==> src/rtl/dmac_desc_fifo_param.sv <==
// Parametrised DMA descriptor FIFO: queues {source, destination, size} triplets with registered
// outputs, almost-full/empty flags, synchronous flush and a registered ack/err status decode.
module dmac_desc_fifo_param #(
    parameter int unsigned DATA_W    = 16,
    parameter int unsigned DEPTH     = 8,
    parameter int unsigned AFULL_TH  = DEPTH - 2,
    parameter int unsigned AEMPTY_TH = 1
) (
    input  logic                      clk,
    input  logic                      reset_n,
    input  logic                      wr_en,
    input  logic                      rd_en,
    input  logic                      flush,
    input  logic [DATA_W-1:0]         in_sourceaddr,
    input  logic [DATA_W-1:0]         in_desaddr,
    input  logic [DATA_W-1:0]         in_datasize,
    output logic [DATA_W-1:0]         out_sourceaddr,
    output logic [DATA_W-1:0]         out_desaddr,
    output logic [DATA_W-1:0]         out_datasize,
    output logic                      out_valid,
    output logic [$clog2(DEPTH):0]    data_count,
    output logic                      full,
    output logic                      empty,
    output logic                      almost_full,
    output logic                      almost_empty,
    output logic                      wr_ack,
    output logic                      wr_err,
    output logic                      rd_ack,
    output logic                      rd_err
);
    localparam int unsigned AW = $clog2(DEPTH);
    localparam int unsigned EW = 3 * DATA_W;

    localparam logic [AW:0] DepthC  = DEPTH[AW:0];
    localparam logic [AW:0] AfullC  = AFULL_TH[AW:0];
    localparam logic [AW:0] AemptyC = AEMPTY_TH[AW:0];

    localparam logic [2:0] StIdle   = 3'd0;
    localparam logic [2:0] StWrite  = 3'd1;
    localparam logic [2:0] StRead   = 3'd2;
    localparam logic [2:0] StWrRd   = 3'd3;
    localparam logic [2:0] StWrErr  = 3'd4;
    localparam logic [2:0] StRdErr  = 3'd5;
    localparam logic [2:0] StWrRerr = 3'd6;

    logic [EW-1:0] mem [DEPTH];
    logic [AW-1:0] head_q, tail_q;
    logic [AW:0]   count_q, count_d;
    logic [2:0]    state_q, state_d;
    logic [EW-1:0] out_q;
    logic          out_valid_q;
    logic          push_ok, pop_ok;

    always_comb begin
        full         = (count_q == DepthC);
        empty        = (count_q == '0);
        almost_full  = (count_q >= AfullC);
        almost_empty = (count_q <= AemptyC);
        pop_ok       = rd_en && !empty;
        push_ok      = wr_en && (!full || pop_ok);

        case ({push_ok, pop_ok})
            2'b10:   count_d = count_q + 1'b1;
            2'b01:   count_d = count_q - 1'b1;
            default: count_d = count_q;
        endcase

        // A rejected push can only happen at full with no pop, so the order below is exhaustive.
        if (push_ok && pop_ok)      state_d = StWrRd;
        else if (push_ok && rd_en)  state_d = StWrRerr;
        else if (push_ok)           state_d = StWrite;
        else if (pop_ok)            state_d = StRead;
        else if (wr_en)             state_d = StWrErr;
        else if (rd_en)             state_d = StRdErr;
        else                        state_d = StIdle;
    end

    always_ff @(posedge clk) begin
        if (!reset_n || flush) begin
            head_q      <= '0;
            tail_q      <= '0;
            count_q     <= '0;
            state_q     <= StIdle;
            out_q       <= '0;
            out_valid_q <= 1'b0;
        end else begin
            if (push_ok) tail_q <= tail_q + 1'b1;
            if (pop_ok)  head_q <= head_q + 1'b1;
            count_q     <= count_d;
            state_q     <= state_d;
            out_q       <= pop_ok ? mem[head_q] : '0;
            out_valid_q <= pop_ok;
        end
    end

    // Storage is deliberately left unreset; outputs are zero-gated until a real pop.
    always_ff @(posedge clk) begin
        if (reset_n && !flush && push_ok) begin
            mem[tail_q] <= {in_sourceaddr, in_desaddr, in_datasize};
        end
    end

    always_comb begin
        wr_ack = 1'b0;
        wr_err = 1'b0;
        rd_ack = 1'b0;
        rd_err = 1'b0;
        case (state_q)
            StWrite:  wr_ack = 1'b1;
            StRead:   rd_ack = 1'b1;
            StWrRd:   begin wr_ack = 1'b1; rd_ack = 1'b1; end
            StWrErr:  wr_err = 1'b1;
            StRdErr:  rd_err = 1'b1;
            StWrRerr: begin wr_ack = 1'b1; rd_err = 1'b1; end
            default:  ;
        endcase
    end

    assign data_count     = count_q;
    assign out_valid      = out_valid_q;
    assign out_sourceaddr = out_q[EW-1:2*DATA_W];
    assign out_desaddr    = out_q[2*DATA_W-1:DATA_W];
    assign out_datasize   = out_q[DATA_W-1:0];

endmodule

==> config.mk <==
export PLATFORM = sky130hd
export DESIGN_NAME = dmac_desc_fifo_param
export DESIGN_NICKNAME = d
export VERILOG_FILES = /design/src/rtl/dmac_desc_fifo_param.sv
export SDC_FILE = /design/constraint.sdc
export NUM_CORES = 1
export LEC_CHECK = 0
export ABC_AREA = 0
export BUFFER_PORTS_ARGS = -buffer_cell sky130_fd_sc_hd__buf_2
export CAP_MARGIN = 20
export CORE_UTILIZATION = 30
export CTS_CLUSTER_DIAMETER = 200
export DETAILED_ROUTE_END_ITERATION = 7
export PLACE_DENSITY = 0.43
export SLEW_MARGIN = 20
export SYNTH_ARGS = -nofsm -noshare
export SYNTH_HDL_FRONTEND = slang
export SYNTH_SLANG_ARGS = --single-unit
==> constraint.sdc <==
create_clock -name clk -period 7.2 [get_ports clk]
set_clock_uncertainty 0.2 [all_clocks]
set_input_delay 1.08 -clock clk [delete_from_list [all_inputs] [get_ports clk]]
set_output_delay 1.08 -clock clk [all_outputs]
set_load 0.01 [all_outputs]
==> flow_metrics.tcl <==
set metrics [dict create \
    critical_path.top_delay_family "simple AND/OR/NAND/NOR gates" \
    postPlaceCellArea_um2 17840 \
    multi_input_area_um2 3487 \
    place_hpwl_um 18930 \
    setup-tns-final_ns 0 \
    layout_common_cells "384 x edfxtp_1, 113 x buf_2, 96 x mux4_2, 59 x dfxtp_1, 52 x mux2i_1" \
    clk_pin_slew_worst_paths_ns 0.06 \
    ir_drop_v 0.0001617 \
    cts.sinks 446 \
    synth_edf_count 384 \
    hold_path.class "flip-flop to flip-flop" \
    worstSetupStartpointType "flip-flop" \
    crit_chain "inv_1 > ha_1 > nand2b_4 > o21a_4 > nand3b_1 > nor2_4 > buf_4" \
    finalCritPeriodShare_pct 48.84 \
    p_per_area_nw_per_um2 272.0 \
    overflow 0 \
    async_flop_share_pct 0 \
    reg2regPathDepth 7 \
    yosys_warnings 0 \
    rsz0062_at_grt "false" \
    maxSlewHeadroom_pct 36.72 \
    place_ws_ns 3.242 \
    cts_hold_buffers 0 \
    syn2layout_area_growth_pct 17.45 \
    pin_count 114 \
    die_y_um 236.1 \
    synth_nets 826 \
    slowest_stage "nor2_4" \
    setup_viol 0 \
    cp-end-kind "flip-flop" \
    ys_seq_area_share_pct 77.68 \
    design_power_total_mw 5.253 \
    postCtsResizedCells 0 \
    worstSetupPathType "flip-flop to flip-flop" \
    slew_violations 0 \
    grt_max_degree 60 \
    p_sw_mw 1.071 \
    fmax_ghz 0.2844 \
    worst_pin_slew_ns 0.9492 \
    switching_share_pct 20.40 \
    dp.cells 1552 \
    internal-power_mw 4.181 \
    mostFrequentLayoutCell "edfxtp_1" \
    grt_use_total_pct 12.90 \
    synth_top_cell_area_share_pct 70.13 \
    detail_route.wirelength_um 35180 \
    first_iter_violations 414 \
    die_w_um 236.1 \
    design_area_um2 19310 \
    cts_tree "done" \
    final-seq-area_um2 12780 \
    cp.arrival_ns 3.52 \
    cts_root_buf "clkbuf_16" \
    vias 7545 \
    antenna_found_initial 3 \
    synth_top_area_cell "edfxtp_1" \
    n_fill_cell 5071 \
    status "completed" \
    hold_viol 0 \
    cts_setup_buffers 0 \
    hold_path_depth 2 \
    cts_buffer_depth 3 \
    worstPathRequired_ns 7.21 \
    syn_inst 767 \
    grt_pass1_vias 8111 \
    core.rowCount 85 \
    p_comb_share_pct 2.3 \
    drc_errors 0 \
    syn_area_um2 16440 \
    htree_levels 2 \
    synth-seq-cells 446 \
    cp.depth 7 \
    gp_congestion 0.6823 \
    path_max_fanout 29 \
    finalNonFillerCells 1642 \
    antennaDiodeCount 0 \
    clkLatencyLatePin_ns 0.58 \
    start_util_pct 30.43 \
    ant_nets 0 \
    utilization_pct 35.74 \
    portBuffers 113 \
    power_frac_clock_pct 43.8 \
    cellLeakagePower_nw 6.191 \
    drive_gt1_share_pct 33.62 \
    synth.avg_cell_area_um2 21.44 \
    synth.distinct_cells 43 \
    core-area_um2 54030 \
    wl_per_cell_um 21.42 \
    p_seq_share_pct 53.8 \
    via_per_inst 4.595 \
    holdWs_ns 0.3658 \
    layout_setup_ws_ns 3.683 \
    post-route-min-period_ns 3.517 \
    synth.top_cells.by_area "edfxtp_1 70%, mux4_2 13%, dfxtp_1 7.5%" \
    drt_pass1_iterations 4 \
    die_area_um2 55750 \
    critical_path_buf_inv_count 2 \
    fin_nets 966 \
    critPathMaxStageDelay_ns 0.72 \
    grt_pass1_wl_um 52990 \
    ys.flop_type "edfxtp_1" \
    cap_viol_max_count 0 \
    cts-buffers-inserted 49 \
]
area by class of cell:
type                       count  area share [%]
clock inverter                23          0.6026
timing repair buffer         128           3.512
multi-input combinational    277           18.06
clock buffer                  67           7.023
inverter                       5         0.09719
tap                          696           4.510
sequential                   446           66.20
per-layer routing:
layer | routed length (um) | share of wire, % | global-route usage (%)
met5 | 41 | 0.12 | 0
met4 | 817 | 2.3 | 4.536
met3 | 1524 | 4.3 | 2.633
met2 | 16080 | 46 | 19.92
met1 | 16710 | 48 | 18.04
worst paths after layout:
kind	start	to	slack, ns
worst max-delay path	data_count[1]$_SDFFE_PP0P_	mem[1][10]$_DFFE_PP_	3.68
worst max register to register	data_count[1]$_SDFFE_PP0P_	mem[1][10]$_DFFE_PP_	3.68
worst min register to register	tail_q[2]$_SDFFE_PP0P_	tail_q[2]$_SDFFE_PP0P_	0.37
worst min-delay path	tail_q[2]$_SDFFE_PP0P_	tail_q[2]$_SDFFE_PP0P_	0.37
synthesized netlist by cell type (6+ instances only):
cell type / instances
buf_6: 7
mux4_2: 96
dfxtp_1: 62
nor2_1: 57
clkbuf_1: 14
edfxtp_1: 384
ha_1: 6
mux2i_1: 52
nor2_2: 9
buf_2: 15
power groups by stage:
stage	sequential [mW]	combinational, mW	clock, mW
global placement	2.88	0.126	0
finish	2.83	0.123	2.30
floorplan	2.88	0.0633	0
global route	2.83	0.137	2.48
CTS	2.83	0.127	2.39
detailed placement	2.88	0.127	0
worst min-delay path: stages, from the launching register on:
cell and delay (ns):
dfxtp_1 0.37, xor2_1 0.09, nor2_1 0.07
sequential cells by signal, indices dropped and copies added, names as in the netlist:
signal      cells
out_valid       1
state_q         3
mem           384
data_count      4
out_q          48
tail_q          3
head_q          3
cell families after synthesis:
group                      synth area share (%)
AOI/OAI and AO/OA                        0.9512
xor gates and xnor gates                 0.3196
DFF                                       77.68
adders and majority gates                0.4566
muxes                                     16.32
and+or+nand+nor                           2.831
buffers and inverters                     1.446
Note: power is estimated with default switching activity, not from simulation.
